$ cat src/rtl/seq_tx_pkg.sv
// rtl/seq_tx_pkg.sv - shared state encoding, default pattern and width helper for moore_seq_tx (optional GAP state: SEQ_TX_GAP_EN)
package seq_tx_pkg;

   localparam logic [1:0] ST_IDLE  = 2'd0;
   localparam logic [1:0] ST_SHIFT = 2'd1;
   localparam logic [1:0] ST_GAP   = 2'd2;
   localparam logic [1:0] ST_DONE  = 2'd3;

   typedef enum logic [1:0] {
      S_IDLE  = ST_IDLE,
      S_SHIFT = ST_SHIFT,
      S_GAP   = ST_GAP,
      S_DONE  = ST_DONE
   } seq_state_t;

   localparam logic [3:0] DEFAULT_PATTERN = 4'b1011;

   // Counter width able to hold 0..n-1, never narrower than one bit.
   function automatic int cnt_width(input int n);
      return (n <= 2) ? 1 : $clog2(n);
   endfunction

endpackage

$ cat src/rtl/seq_shift_reg.sv
// rtl/seq_shift_reg.sv - parallel-load, shift-left register feeding the serial line MSB-first
module seq_shift_reg #(
   parameter int W = 4
) (
   input  logic         i_clk,
   input  logic         i_reset,
   input  logic         i_load,
   input  logic         i_shift,
   input  logic [W-1:0] i_data,
   output logic [W-1:0] o_q
);

   // Load wins over shift; zeros enter from the LSB side.
   always_ff @(posedge i_clk) begin
      if (!i_reset) begin
         o_q <= '0;
      end else if (i_load) begin
         o_q <= i_data;
      end else if (i_shift) begin
         o_q <= {o_q[W-2:0], 1'b0};
      end
   end

endmodule

$ cat src/rtl/moore_seq_tx.sv
// rtl/moore_seq_tx.sv - Moore serial pattern transmitter (optional inter-repetition gap: SEQ_TX_GAP_EN)
module moore_seq_tx
   import seq_tx_pkg::*;
#(
   parameter int PAT_W      = 4,
   parameter int CNT_W      = 8,
   parameter int GAP_CYCLES = 2
) (
   input  logic             i_clk,
   input  logic             i_reset,
   input  logic             i_start,
   input  logic             i_abort,
   input  logic [PAT_W-1:0] i_pattern,
   input  logic [CNT_W-1:0] i_repeat,
   output logic             o_x,
   output logic             o_valid,
   output logic             o_busy,
   output logic             o_done
);

   localparam int               BW       = cnt_width(PAT_W);
   localparam logic [BW-1:0]    BIT_LAST = BW'(PAT_W - 1);

   if (PAT_W < 2 || GAP_CYCLES < 1) begin : g_bad_param
      $error("moore_seq_tx: PAT_W must be >= 2 and GAP_CYCLES >= 1");
   end

   seq_state_t       state;
   logic [PAT_W-1:0] pat_q;
   logic [CNT_W-1:0] rcnt;
   logic [BW-1:0]    bcnt;
   logic [PAT_W-1:0] sh_q;
   logic [PAT_W-1:0] sh_next;
   logic [PAT_W-1:0] load_val;
   logic             sh_load;
   logic             sh_shift;
   logic [CNT_W-1:0] rep_eff;

`ifdef SEQ_TX_GAP_EN
   localparam int               GW       = cnt_width(GAP_CYCLES);
   localparam logic [GW-1:0]    GAP_LAST = GW'(GAP_CYCLES - 1);
   logic [GW-1:0]    gcnt;
`endif

   assign rep_eff = (i_repeat == '0) ? CNT_W'(1) : i_repeat;

   seq_shift_reg #(.W(PAT_W)) u_shreg (
      .i_clk   (i_clk),
      .i_reset (i_reset),
      .i_load  (sh_load),
      .i_shift (sh_shift),
      .i_data  (load_val),
      .o_q     (sh_q)
   );

   // Shift-register controls, plus its next value so the serial bit can be registered alongside it.
   always_comb begin
      sh_load  = 1'b0;
      sh_shift = 1'b0;
      load_val = pat_q;
      case (state)
         S_IDLE, S_DONE: begin
            if (i_start) begin
               sh_load  = 1'b1;
               load_val = i_pattern;
            end
         end
         S_SHIFT: begin
            if (!i_abort) begin
               if (bcnt == BIT_LAST) begin
                  sh_load = (rcnt != CNT_W'(1));
               end else begin
                  sh_shift = 1'b1;
               end
            end
         end
         default: ;
      endcase
      sh_next = sh_load ? load_val : (sh_shift ? {sh_q[PAT_W-2:0], 1'b0} : sh_q);
   end

   // FSM, counters and registered Moore outputs (outputs follow the state being entered).
   always_ff @(posedge i_clk) begin
      if (!i_reset) begin
         state   <= S_IDLE;
         pat_q   <= '0;
         rcnt    <= '0;
         bcnt    <= '0;
`ifdef SEQ_TX_GAP_EN
         gcnt    <= '0;
`endif
         o_x     <= 1'b0;
         o_valid <= 1'b0;
         o_busy  <= 1'b0;
         o_done  <= 1'b0;
      end else begin
         o_x     <= 1'b0;
         o_valid <= 1'b0;
         o_busy  <= 1'b0;
         o_done  <= 1'b0;
         case (state)
            S_IDLE, S_DONE: begin
               if (i_start) begin
                  pat_q   <= i_pattern;
                  rcnt    <= rep_eff;
                  bcnt    <= '0;
                  state   <= S_SHIFT;
                  o_x     <= sh_next[PAT_W-1];
                  o_valid <= 1'b1;
                  o_busy  <= 1'b1;
               end else begin
                  state <= S_IDLE;
               end
            end
            S_SHIFT: begin
               if (i_abort) begin
                  state <= S_IDLE;
               end else if (bcnt == BIT_LAST) begin
                  if (rcnt == CNT_W'(1)) begin
                     state  <= S_DONE;
                     o_done <= 1'b1;
                  end else begin
                     rcnt   <= rcnt - CNT_W'(1);
                     bcnt   <= '0;
                     o_busy <= 1'b1;
`ifdef SEQ_TX_GAP_EN
                     gcnt   <= '0;
                     state  <= S_GAP;
`else
                     state   <= S_SHIFT;
                     o_x     <= sh_next[PAT_W-1];
                     o_valid <= 1'b1;
`endif
                  end
               end else begin
                  bcnt    <= bcnt + BW'(1);
                  o_x     <= sh_next[PAT_W-1];
                  o_valid <= 1'b1;
                  o_busy  <= 1'b1;
               end
            end
`ifdef SEQ_TX_GAP_EN
            S_GAP: begin
               // Pattern was reloaded on entry to GAP, so SHIFT resumes straight from sh_q.
               if (i_abort) begin
                  state <= S_IDLE;
               end else if (gcnt == GAP_LAST) begin
                  state   <= S_SHIFT;
                  o_x     <= sh_q[PAT_W-1];
                  o_valid <= 1'b1;
                  o_busy  <= 1'b1;
               end else begin
                  gcnt   <= gcnt + GW'(1);
                  o_busy <= 1'b1;
               end
            end
`endif
            default: state <= S_IDLE;
         endcase
      end
   end

endmodule

$ cat config.mk
export PLATFORM = sky130hd
export DESIGN_NAME = moore_seq_tx
export DESIGN_NICKNAME = d
export VERILOG_FILES = /design/src/rtl/seq_tx_pkg.sv /design/src/rtl/seq_shift_reg.sv /design/src/rtl/moore_seq_tx.sv
export SDC_FILE = /design/constraint.sdc
export NUM_CORES = 1
export LEC_CHECK = 0
export BUFFER_PORTS_ARGS = -buffer_cell sky130_fd_sc_hd__buf_2
export CORE_MARGIN = 2
export CORE_UTILIZATION = 55
export CTS_BUF_LIST = sky130_fd_sc_hd__clkbuf_16
export DETAILED_ROUTE_END_ITERATION = 16
export PLACE_DENSITY = 0.83
export SYNTH_ARGS = -nofsm -noshare
export SYNTH_HDL_FRONTEND = slang
export SYNTH_SLANG_ARGS = --single-unit
$ cat constraint.sdc
create_clock -name i_clk -period 2 [get_ports i_clk]
set_input_delay 0.3 -clock i_clk [delete_from_list [all_inputs] [get_ports i_clk]]
set_output_delay 0.3 -clock i_clk [all_outputs]
set_load 0.1 [all_outputs]
* Word-level counts from Yosys, hierarchy flattened
Index checks and enable logic that the tools add are counted.
Cells by class: $add $sub $neg 2, equality and inequality tests 11, mux-type cells 37, bitwise gates (word level) 3, reduce and logical (&&, ||, !) cells 8
Operator list (count):
- $mux W8 | 5
- $mux W4 | 4
- $pmux W8 S2 | 1
- $mux W1 | 15
- $mux W2 | 7
- $eq A8 B1 Y1 const B | 1
- $logic_not A8 Y1 | 1
- $ne A2 B2 Y1 const B | 4
- $ne A8 B1 Y1 const B | 1
- $pmux W2 S2 | 2
- $sub A8 B1 Y8 const B | 1
- $ne A3 B3 Y1 const B | 2
- $pmux W1 S2 | 3
- $reduce_and A5 Y1 | 1
- $eq A2 B2 Y1 const B | 2
- $reduce_and A4 Y1 | 1
- $reduce_bool A2 Y1 | 2
- $reduce_or A4 Y1 | 1
- $not A1 Y1 | 3
- $add A2 B1 Y2 const B | 1
- $eq A2 B1 Y1 const B | 1
- $logic_not A2 Y1 | 1
- $reduce_or A2 Y1 | 1
Word-level totals: register bits after elaboration 23, bits of input ports 16, output and inout port bits 4, logic and storage cells 70

* Longest topological paths before layout
Gate-level depths: netlist (run 1).
word-level depth 10, gate-level depth with buffers 6, gate-level depth less buffers 6

* By module
From an unflattened synthesis (run 1), not the netlist that was laid out.
Second synthesis, totals: cell total of the unflattened synthesis 160, area total of the unflattened synthesis 1373.8 sq um
By module, submodules not included:
- moore_seq_tx | instances 1, cells each 144, area each 1187.4 sq um, seq. area each 380.4 sq um
- seq_shift_reg | instances 1, cells each 16, area each 186.4 sq um, seq. area each 80.1 sq um

* Least setup slack after synthesis (run 1)
Ideal clock, no wire load.
kind register to register, start point register state[0], end point register u_shreg.o_q[3], library setup time 0.132 ns, arrival time 1.662 ns, required time 1.868 ns, setup slack 0.206 ns, cell stages (with the launch flop) 7, path buffers 0, period minus slack after synthesis 1.794 ns, path through dfxtp_1 > inv_1 > ha_1 > nand2_1 > mux2_2 > a211oi_1 > nor3_1
On the way: cells in the longest elaborated chain, start to end 4, elaborated cells on any way between the ends 9, those cells by class eq/ne (2); mux (5); reduce/logical (2)
Ends and longest elaborated chain:
- start, declared | line moore_seq_tx.sv:28 | seq_state_t state;
- start signal, assigned | line moore_seq_tx.sv:85 | state <= S_IDLE;
- start signal, assigned | line moore_seq_tx.sv:107 | state <= S_SHIFT;
- start signal, assigned | line moore_seq_tx.sv:112 | state <= S_IDLE;
- $eq A2 B2 Y1 (tied with other cells) | line moore_seq_tx.sv:61 | case (state)
- $reduce_or A2 Y1 or $mux W1 (tied branches) | line moore_seq_tx.sv:61
- $pmux W1 S2 (tied with other cells) | line moore_seq_tx.sv:61
- $mux W4 * | line seq_shift_reg.sv:17 | end else if (i_load) begin
- end signal, assigned | line seq_shift_reg.sv:18 | o_q <= i_data;
- end signal, assigned | line seq_shift_reg.sv:20 | o_q <= {o_q[W-2:0], 1'b0};
- end, declared | line seq_shift_reg.sv:10 | output logic [W-1:0] o_q
Every way passes the cells marked *; elsewhere a longest branch is shown, timed or not. The select of a mux whose other input is x is not followed. A chain may end at the register's enable or synchronous reset.

* Worst setup path after layout (run 1)
start point register rcnt[1], end point register u_shreg.o_q[0]
On the way: cells in the longest elaborated chain, start to end 5, elaborated cells on any way between the ends 6, those cells by class eq/ne (1); mux (4); reduce/logical (1)
Ends and longest elaborated chain:
- start, declared | line moore_seq_tx.sv:30 | logic [CNT_W-1:0] rcnt;
- start signal, assigned | line moore_seq_tx.sv:105 | rcnt <= rep_eff;
- start signal, assigned | line moore_seq_tx.sv:123 | rcnt <= rcnt - CNT_W'(1);
- $ne A8 B1 Y1 * | line moore_seq_tx.sv:71 | sh_load = (rcnt != CNT_W'(1));
- $mux W1 * | line moore_seq_tx.sv:70 | if (bcnt == BIT_LAST) begin
- $mux W1 * | line moore_seq_tx.sv:69 | if (!i_abort) begin
- $pmux W1 S2 * | line moore_seq_tx.sv:61
- $mux W4 or $reduce_bool A2 Y1 (tied branches)
Every way passes the cells marked *; elsewhere a longest branch is shown, timed or not.

==> impl_metrics.toml, run 1 <==
[synth]
synth.avg_cell_area_um2 = 8.54
synth_xor_xnor_area_share_pct = 0
synthesis.area_um2 = 1310
synth_fp_nets = 174
synth.top_cell.area_share_pct = 35.2
synth_sequential_area_ratio_pct = 35.2
syn_inst = 153
yosys_most_used_dff = "dfxtp_1"
ys_async_sr_fraction_pct = 0
compound_cell_area_share_of_the_yosys_netlist_pct = 24.1
post_synth_and_or_nand_nor_area_fraction_pct = 24.0
synth_area_leaders = "dfxtp_1 35%, ha_1 4.8%, o32ai_1 4.7%"
number_of_synthesized_flops_with_an_enable_pin = 0
synth_top_family_by_area = "compound AO/OA/AOI/OAI gates"
synth.mux.area_fraction_pct = 7.38
yosys_warnings = 0
yosys.area_share.adder_pct = 4.79
top_cell_type_by_total_area_after_synthesis = "dfxtp_1"
synth.distinct_cells = 39
postSynthRegisterBits = 23

[global_routing]
first_global_vias = 1165
grt_start_max_net_pins = 19
antenna_found_initial = 0
track_usage_pct = 25.8
grt_pass1_wl_mm = 5.29
global_route.overflow_total = 0

[placement]
place_area_um2 = 1470
place.gp.congestion = 0.876
io_buffers = 19
detailedPlacementHpwl_mm = 2.34

[setup_path]
timing.reg2reg.setup_slack_ns = 0.09
timing.critical_path.required_ns = 2.20
path_class = "flip-flop to flip-flop"
rr_endpoint = "u_shreg.o_q[0]"
critical_path_peak_fanout = 4
reg2reg_from = "rcnt[1]"
worstSetupStartpointType = "flip-flop"
number_of_cells_traversed_by_the_worst_register_to_register_path = 6
worstSetupEndpointType = "flip-flop"
timing.critical_path.arrival_ns = 2.11

[sta]
timing_hold_violations_final = 0
period_needed_ns = 1.91
timing_worst_slew_pin_value_ns = 0.551
setup-tns-final_ns = 0
max_clock_freq_mhz = 523
fin_crit_sh_pct = 95.5
skew_ns = 0.00298
worst_hold_slack_ns = 0.315
report.final.setup_viol = 0
maxSlewViolCount = 0
slew_headroom_pct = 63.0

[drt]
remaining_drc_errors = 0
wl_per_cell_um = 16.3
drt.antenna.violating_nets = 0
vias = 1319
via_count_normalized_by_instance_count = 6.40
detail_route.iter0.violations = 44
dr.pass1.iters = 4
totalWireLength_mm = 3.35

[outcome]
run_status = "finished, final reports clean"

[final_layout]
area.growth.synth_to_final_pct = 19.9
number_of_antenna_repair_diodes = 0
nets = 200
final.fill_count = 186
finish.instance_area_um2 = 1570
layout-drive-gt1-share_pct = 24.2
layout_commonest_cell = "dfxtp_1"
layout.cells.most_common_list = "22 x dfxtp_1, 19 x buf_2, 15 x nand2_1"

[hold_path]
timing.hold.worst.start = "i_pattern[1]"
hp-class = "input port to flip-flop"
min_to = "pat_q[1]"
hold_depth = 3

[clocking]
tritoncts_clock_tree = "yes"
cts_setup_buffers = 0
post_cts_hold_buffer_count = 0
cts.repair.resized = 0
htree_num_levels = 1
worst_skew_pair.late_latency_ns = 0.26
cts.sink_count = 23
clock_tree.buffer_depth = 2
number_of_buffers_inserted_during_clock_tree_synthesis = 3
clock-root-buffer = "clkbuf_16"
cts.reportedPaths.clkPinSlew_ns = 0.06

[die]
rows = 17
chipWidth_um = 52.7
design.die.area_um2 = 2780
die_h_um = 52.7
floorplan.initialDensity_pct = 58.5
core_region_area_um2 = 2230
floorplan.io_pins = 20

[pwr]
worst_ir_drop_vdd_uv = 620
power.static_leakage_uw = 0.000647
power_per_cell_area_nw_per_um2 = 807

[run]
drv.max_cap_violation_count = 0
==> power breakdown <==
part	leakage [uW]	total, uW	switching [uW]	internal (uW)
Sequential	0.000189	518	27.3	490
Combinational	0.000417	302	179	123
Clock	0.0000409	445	176	269
==> flip-flops by register name (all words and copies together) (netlist names) <==
signal / cells
o_x: 1
rcnt: 8
state: 2
o_busy: 1
bcnt: 2
o_done: 1
pat_q: 4
u_shreg.o_q: 4
==> worst max-delay path: stages (launching register included) <==
cell and delay (ns):
dfxtp_1 0.33, inv_1 0.11, ha_2 0.21, or3b_2 0.49, o211a_1 0.28, nor4_2 0.31, a21o_1 0.12
==> how the worst max path moves through the flow <==
stage	cells past startpoint	startpoint	slack, ns	end
global placement	5	rcnt[0]	0.09	u_shreg.o_q[0]
detailed placement	5	rcnt[0]	0.07	u_shreg.o_q[0]
finish	6	rcnt[1]	0.09	u_shreg.o_q[0]
floorplan	6	state[0]	0.21	u_shreg.o_q[3]
global route	6	rcnt[1]	-0.05	u_shreg.o_q[0]
CTS	5	rcnt[0]	0.04	u_shreg.o_q[0]
==> cell usage after synthesis (2+ instances only) <==
master and count:
nor2b_1 5, or3_1 2, a21oi_1 6, o32ai_1 7
mux2_2 5, mux2i_1 4, and2_1 2, a221oi_1 4
inv_1 8, a21o_1 2, o21ai_0 2, a211oi_1 5
o211ai_1 3, nand2b_1 3, dfxtp_1 23, nand2_1 15
nor2_1 9, nor3_1 10, a31oi_1 7, clkbuf_1 3
a2111oi_0 2, ha_1 5, nor4_1 5
==> per-layer routing <==
| layer | GRT usage [%] | vias to the layer above | share of wire (%) | routed length, um |
|---|---|---|---|---|
| met5 | 0 | - | 0 | 0 |
| met4 | 7.69 | 0 | 1.5 | 51 |
| met3 | 4.29 | 8 | 5.6 | 189 |
| met2 | 40.8 | 61 | 47 | 1580 |
| met1 | 35.7 | 614 | 46 | 1530 |
| li1 | - | 636 | - | - |
==> area by class of cell <==
cell class	count	area [um^2]	area share [%]
Multi-Input combinational cell	116	808	51.6
Sequential cell	23	462	29.5
Timing Repair Buffer	26	148	9.42
Clock buffer	3	75.1	4.79
Tap cell	28	35.0	2.24
Inverter	9	33.8	2.16
Clock inverter	1	5.00	0.319
==> metrics by stage <==
step / total power [uW] / instances / setup slack (ns) / util [%]
after CTS: 1250 / 206 / 0.0378 / 69.2
after floorplan: 728 / 153 / 0.206 / -
after detailed placement: 818 / 202 / 0.0747 / 65.6
final: 1260 / 206 / 0.0897 / 70.1
after global placement: 808 / 202 / 0.0949 / 65.6
after global routing: 1320 / 206 / -0.0460 / 70.1
==> kinds of logic (layout without fill, tap and decap cells) <==
| logic type | Yosys count | in the layout |
|---|---|---|
| AOI/OAI and AO/OA | 43 | 43 |
| adders and majority gates | 5 | 5 |
| buffers and inverters | 14 | 39 |
| DFF | 23 | 23 |
| muxes | 9 | 9 |
| and+or+nand+nor | 59 | 59 |
(Power assumes the default switching activity.)
==> run 2: changes to the inputs <==
--- a/config.mk
+++ b/config.mk
@@ -5,9 +5,10 @@
 export SDC_FILE = /design/constraint.sdc
 export NUM_CORES = 1
 export LEC_CHECK = 0
+export ABC_AREA = 1
 export BUFFER_PORTS_ARGS = -buffer_cell sky130_fd_sc_hd__buf_2
 export CORE_MARGIN = 2
-export CORE_UTILIZATION = 55
+export CORE_UTILIZATION = 56
 export CTS_BUF_LIST = sky130_fd_sc_hd__clkbuf_16
 export DETAILED_ROUTE_END_ITERATION = 16
 export PLACE_DENSITY = 0.83
==> run 2 against run 1 <==
- flip-flop and latch count unchanged
- clock power down 0.9%
- setup slack gained 0.19 ns
- total power increased by 14%
- via count decreased by 3.0%
==> impl_metrics.toml, run 2 <==
[outcome]
run_status = "finished, final reports clean"

[die]
floorplan.initialDensity_pct = 57.7
core_region_area_um2 = 2410
die_h_um = 53.8
floorplan.io_pins = 20
rows = 18
chipWidth_um = 53.8
design.die.area_um2 = 2900

[final_layout]
area.growth.synth_to_final_pct = 12.4
nets = 242
layout.cells.most_common_list = "51 x nand2_1, 35 x nor2_1, 23 x dfxtp_1"
final.fill_count = 199
max_flop_register = "rcnt"
largest_registers_in_the_final_layout = "rcnt: 8 flops, pat_q: 4 flops, u_shreg.o_q: 4 flops"
layout_commonest_cell = "nand2_1"
layout-drive-gt1-share_pct = 19.5
number_of_antenna_repair_diodes = 0
finish.instance_area_um2 = 1560
largest_register_ffs = 8

[pwr]
power_per_cell_area_nw_per_um2 = 919
sequentialPowerShare_pct = 37.8
total_switching_power_uw = 509
power.static_leakage_uw = 0.000804
netSwitchingFraction_pct = 35.4
p_comb_share_pct = 31.6
clockPowerShare_pct = 30.7
power.internal_uw = 928
worst_ir_drop_vdd_uv = 588

[clocking]
cts_setup_buffers = 0
clock-root-buffer = "clkbuf_16"
cts.sink_count = 23
cts.repair.resized = 0
cts.reportedPaths.clkPinSlew_ns = 0.06
clock_tree.buffer_depth = 2
post_cts_hold_buffer_count = 0
worst_skew_pair.late_latency_ns = 0.26
number_of_buffers_inserted_during_clock_tree_synthesis = 3
tritoncts_clock_tree = "yes"
htree_num_levels = 1

[drt]
via_count_normalized_by_instance_count = 5.12
drt.antenna.violating_nets = 0
remaining_drc_errors = 0
totalWireLength_mm = 3.02
vias = 1280
detail_route.iter0.violations = 56
wl_per_cell_um = 12.1
dr.pass1.iters = 4

[sta]
fin_crit_sh_pct = 86.0
report.final.setup_viol = 0
setup-tns-final_ns = 0
maxSlewViolCount = 0
timing_worst_slew_pin_value_ns = 0.484
max_clock_freq_mhz = 582
skew_ns = 0.00260
timing_hold_violations_final = 0
period_needed_ns = 1.72
slew_headroom_pct = 67.9
rsz0062_at_grt = "no"

[run]
drv.max_cap_violation_count = 0

[synth]
top_cell_type_by_total_area_after_synthesis = "dfxtp_1"
synthTopCellsByCount = "51 x nand2_1, 35 x nor2_1, 23 x dfxtp_1"
synth.avg_cell_area_um2 = 6.88
ys_async_sr_fraction_pct = 0
synthesis.area_um2 = 1390
yosys_warnings = 0
synth.top_cell.area_share_pct = 33.1
synth_area_leaders = "dfxtp_1 33%, nand2_1 14%, nor2_1 9.5%"
number_of_synthesized_flops_with_an_enable_pin = 0
postSynthRegisterBits = 23
syn_inst = 202
count_leader_synth = "nand2_1"
synth.distinct_cells = 30
synth_fp_nets = 223
synth_sequential_area_ratio_pct = 33.1
yosys_most_used_dff = "dfxtp_1"

[global_routing]
grt_start_max_net_pins = 17
use_met3_pct = 3.33
globalRouteMet2Util_pct = 35.4
track_usage_pct = 23.2
grt_use_met1_pct = 33.2
antenna_found_initial = 0
grt_pass1_wl_mm = 4.82
grt_busiest_layer = "met2"
global_route.overflow_total = 0
first_global_vias = 1050

[setup_path]
timing.critical_path.max_delay_family = "adder cells"
worstSetupStartpointType = "flip-flop"
max_stage_delay_ns = 0.39
path_class = "flip-flop to flip-flop"
timing.critical_path.arrival_ns = 1.87
setup.worst_path.start = "state[0]"
critical_path.cell_chain = "ha_1 > nand2_1 > inv_1 > o21ai_1 > a22oi_1 > nor2_1"
worstSetupEndpointType = "flip-flop"
cp.buffers_inverters = 1
critical_path_peak_fanout = 6
worstSetupPathDepth = 6
crit_end = "bcnt[1]"
reg2reg_from = "state[0]"
timing.reg2reg.setup_slack_ns = 0.28
timing.critical_path.required_ns = 2.15
number_of_cells_traversed_by_the_worst_register_to_register_path = 6
slowest_stage = "ha_1"
rr_endpoint = "bcnt[1]"

[placement]
io_buffers = 19
place_area_um2 = 1480
place.gp.congestion = 0.878
detailedPlacementHpwl_mm = 2.13

[hold_path]
hp-class = "input port to flip-flop"
hold_depth = 3
==> run 2: cell count changes after synthesis, sizes merged, moves of 6 or more <==
cell and change:
nand2 +44, o21ai +6, a31oi -7, o32ai -7
inv +13, nor2 +32, nand3 +15, nor3 -8
==> run 2: per-layer routing <==
metal	part of all wire, %	up-vias	wire, um
met5	0	-	0
met4	2.3	0	69
met3	5.9	7	179
met2	46	40	1380
met1	46	554	1380
li1	-	679	-
==> run 2: worst min-delay path by stage <==
| stage | slack [ns] | endpoint | from |
|---|---|---|---|
| after floorplan | 0.44 | u_shreg.o_q[0] | u_shreg.o_q[0] |
| after global placement | 0.47 | u_shreg.o_q[0] | u_shreg.o_q[0] |
| after detailed placement | 0.46 | u_shreg.o_q[0] | u_shreg.o_q[0] |
| after CTS | 0.30 | pat_q[2] | i_pattern[2] |
| after global routing | 0.32 | pat_q[1] | i_pattern[1] |
| final | 0.30 | pat_q[2] | i_pattern[2] |
==> run 2: metrics by stage <==
stage | power [uW] | util, % | hold slack, ns | instances | setup slack [ns]
floorplan | 923 | - | 0.442 | 202 | 0.344
global placement | 990 | 61.5 | 0.466 | 246 | 0.400
detailed placement | 994 | 61.5 | 0.464 | 246 | 0.324
CTS | 1440 | 64.8 | 0.305 | 250 | 0.295
global route | 1520 | 64.8 | 0.323 | 250 | 0.120
finish | 1440 | 64.8 | 0.301 | 250 | 0.281
==> run 2: tightest hold or removal path: cells and delay by family <==
kind | cells | cell delay, ns
buffers and inverters | 1 | 0.08
muxes | 1 | 0.07
and+or+nand+nor | 1 | 0.08
==> run 2: logic make-up (layout without fill, tap and decap cells) <==
logic type	after synthesis	in the layout	synth area share, %
muxes	3	3	2.16
adders and majority gates	5	5	4.50
AOI/OAI and AO/OA	21	21	9.99
DFF	23	23	33.1
and+or+nand+nor	123	123	40.8
buffers and inverters	27	45	9.45
==> run 2: cell type report <==
type / instances / area (um^2) / share of cell area (%)
clock buffers: 3 / 75.1 / 4.80
clock inverters: 1 / 5.00 / 0.320
repair buffers: 20 / 103 / 6.57
well taps: 30 / 37.5 / 2.40
inverters: 21 / 83.8 / 5.36
multi-input cells: 152 / 798 / 51.1
flip-flops and latches: 23 / 460 / 29.5
==> run 2: power by group through the flow <==
stage	Clock [uW]	Combinational, uW	Sequential (uW)
detailed placement	0	443	551
global route	462	505	548
CTS	447	450	542
finish	441	453	542
floorplan	0	356	566
global placement	0	440	550
==> run 3: changes to the inputs <==
--- a/config.mk
+++ b/config.mk
@@ -12,6 +12,7 @@
 export CTS_BUF_LIST = sky130_fd_sc_hd__clkbuf_16
 export DETAILED_ROUTE_END_ITERATION = 16
 export PLACE_DENSITY = 0.83
+export REMOVE_ABC_BUFFERS = 1
 export SYNTH_ARGS = -nofsm -noshare
 export SYNTH_HDL_FRONTEND = slang
 export SYNTH_SLANG_ARGS = --single-unit
==> run 3 against run 2 <==
- clock skew hardly changed
- register-to-register slack better by 0.07 ns
- clock power is 2% lower
- die area stayed put
- largest power group unchanged
- global-route usage is 0.83 points higher
- flip-flop and latch count stayed put
- combinational power hardly changed
==> impl_metrics.toml, run 3 (same netlist as run 2, synthesis figures left out) <==
[global_routing]
antenna_found_initial = 0
first_global_vias = 1135
track_usage_pct = 24.0
grt_start_max_net_pins = 17
grt_pass1_wl_mm = 4.95
global_route.overflow_total = 0

[final_layout]
number_of_antenna_repair_diodes = 0
largest_register_ffs = 8
layout_commonest_cell = "nand2_1"
nets = 243
utilization_pct = 65.1
final.fill_count = 222
area.growth.synth_to_final_pct = 12.9
largest_registers_in_the_final_layout = "rcnt: 8 flops, pat_q: 4 flops, u_shreg.o_q: 4 flops"
max_flop_register = "rcnt"
layout-drive-gt1-share_pct = 19.5
layout.cells.most_common_list = "51 x nand2_1, 35 x nor2_1, 23 x dfxtp_1"

[clocking]
worst_skew_pair.late_latency_ns = 0.26
clock_tree.buffer_depth = 2
cts.sink_count = 23
tritoncts_clock_tree = "yes"
cts_setup_buffers = 0
cts.repair.resized = 0
htree_num_levels = 1
post_cts_hold_buffer_count = 0
number_of_buffers_inserted_during_clock_tree_synthesis = 3
clock-root-buffer = "clkbuf_16"
cts.reportedPaths.clkPinSlew_ns = 0.06

[die]
rows = 18
floorplan.initialDensity_pct = 57.7
design.die.area_um2 = 2900
chipWidth_um = 53.8
core_region_area_um2 = 2410
floorplan.io_pins = 20
die_h_um = 53.8

[sta]
period_needed_ns = 1.65
timing_hold_violations_final = 0
skew_ns = 0.00255
rsz0062_at_grt = "no"
max_clock_freq_mhz = 608
slew_headroom_pct = 68.0
setup_slack_ns = 0.355
timing_worst_slew_pin_value_ns = 0.483
report.final.setup_viol = 0
maxSlewViolCount = 0
fin_crit_sh_pct = 82.3
setup-tns-final_ns = 0

[placement]
io_buffers = 19
dpl_worst_slack_ns = 0.358
place.gp.congestion = 0.824
detailedPlacementHpwl_mm = 2.12

[pwr]
total_switching_power_uw = 498
total_power_uw = 1430
power.static_leakage_uw = 0.000810
sequentialPowerShare_pct = 37.9
power.internal_uw = 928
netSwitchingFraction_pct = 34.9
clockPowerShare_pct = 30.4
power_per_cell_area_nw_per_um2 = 909
worst_ir_drop_vdd_uv = 690
p_comb_share_pct = 31.7

[setup_path]
critical_path_peak_fanout = 6
slowest_stage = "ha_1"
timing.critical_path.max_delay_family = "simple AND/OR/NAND/NOR gates"
timing.critical_path.required_ns = 2.14
max_stage_delay_ns = 0.36
cp.buffers_inverters = 1
worstSetupStartpointType = "flip-flop"
path_class = "flip-flop to flip-flop"
timing.critical_path.arrival_ns = 1.79
critical_path.most_common_cell = "nand2_1"
critical_path.cell_chain = "inv_1 > ha_1 > nand2_1 > mux2i_1 > nand2_1 > o21ai_1 > nor2_1"
worstSetupEndpointType = "flip-flop"

[drt]
via_count_normalized_by_instance_count = 5.22
dr.pass1.iters = 4
drt.antenna.violating_nets = 0
vias = 1309
remaining_drc_errors = 0
wl_per_cell_um = 11.6
detail_route.iter0.violations = 39
totalWireLength_mm = 2.90

[outcome]
run_status = "finished, final reports clean"

[hold_path]
hp-class = "input port to flip-flop"

[run]
drv.max_cap_violation_count = 0
[run 3: cell type report]
| class | instances | area, um^2 | area share [%] |
|---|---|---|---|
| multi-input cells | 152 | 798 | 50.9 |
| clock inverters | 1 | 3.75 | 0.239 |
| well taps | 30 | 37.5 | 2.39 |
| inverters | 21 | 83.8 | 5.34 |
| repair buffers | 21 | 110 | 7.02 |
| clock buffers | 3 | 75.1 | 4.78 |
| flip-flops and latches | 23 | 460 | 29.3 |
[run 3: path summary, 6_finish.rpt]
kind	startpoint	to	slack, ns	cells past startpoint
setup / recovery	state[0]	u_shreg.o_q[3]	0.35	7
hold / removal	i_pattern[1]	pat_q[1]	0.30	3
setup reg to reg	state[0]	u_shreg.o_q[3]	0.35	7
hold reg to reg	u_shreg.o_q[0]	u_shreg.o_q[0]	0.47	2
[run 3: through the flow]
| step | cells | instance area (um^2) | hold slack [ns] |
|---|---|---|---|
| 6_report | 251 | 1570 | 0.298 |
| 5_1_grt | 251 | 1570 | 0.357 |
| 4_1_cts | 251 | 1570 | 0.309 |
| 3_5_place_dp | 247 | 1490 | 0.462 |
| 3_3_place_gp | 247 | 1490 | 0.459 |
| 2_1_floorplan | 196 | 1340 | 0.421 |
[run 3: power by group through the flow]
stage,sequential (uW),combinational (uW),clock (uW)
after global routing,548,511,460
after floorplan,579,321,0
after detailed placement,551,445,0
final,541,452,434
after CTS,541,451,443
after global placement,550,440,0
[run 3: worst min-delay path: stages]
cell and delay [ns]:
buf_2 0.07, mux2i_1 0.07, nor2_1 0.08
[run 3: per-layer routing]
metal  vias up  routed length [um]  track usage, %
met4         0                  58            10.7
met5         -                   0               0
met3         8                 146            4.44
li1        682                   -               -
met1       579                1310            30.7
met2        40                1390            39.0
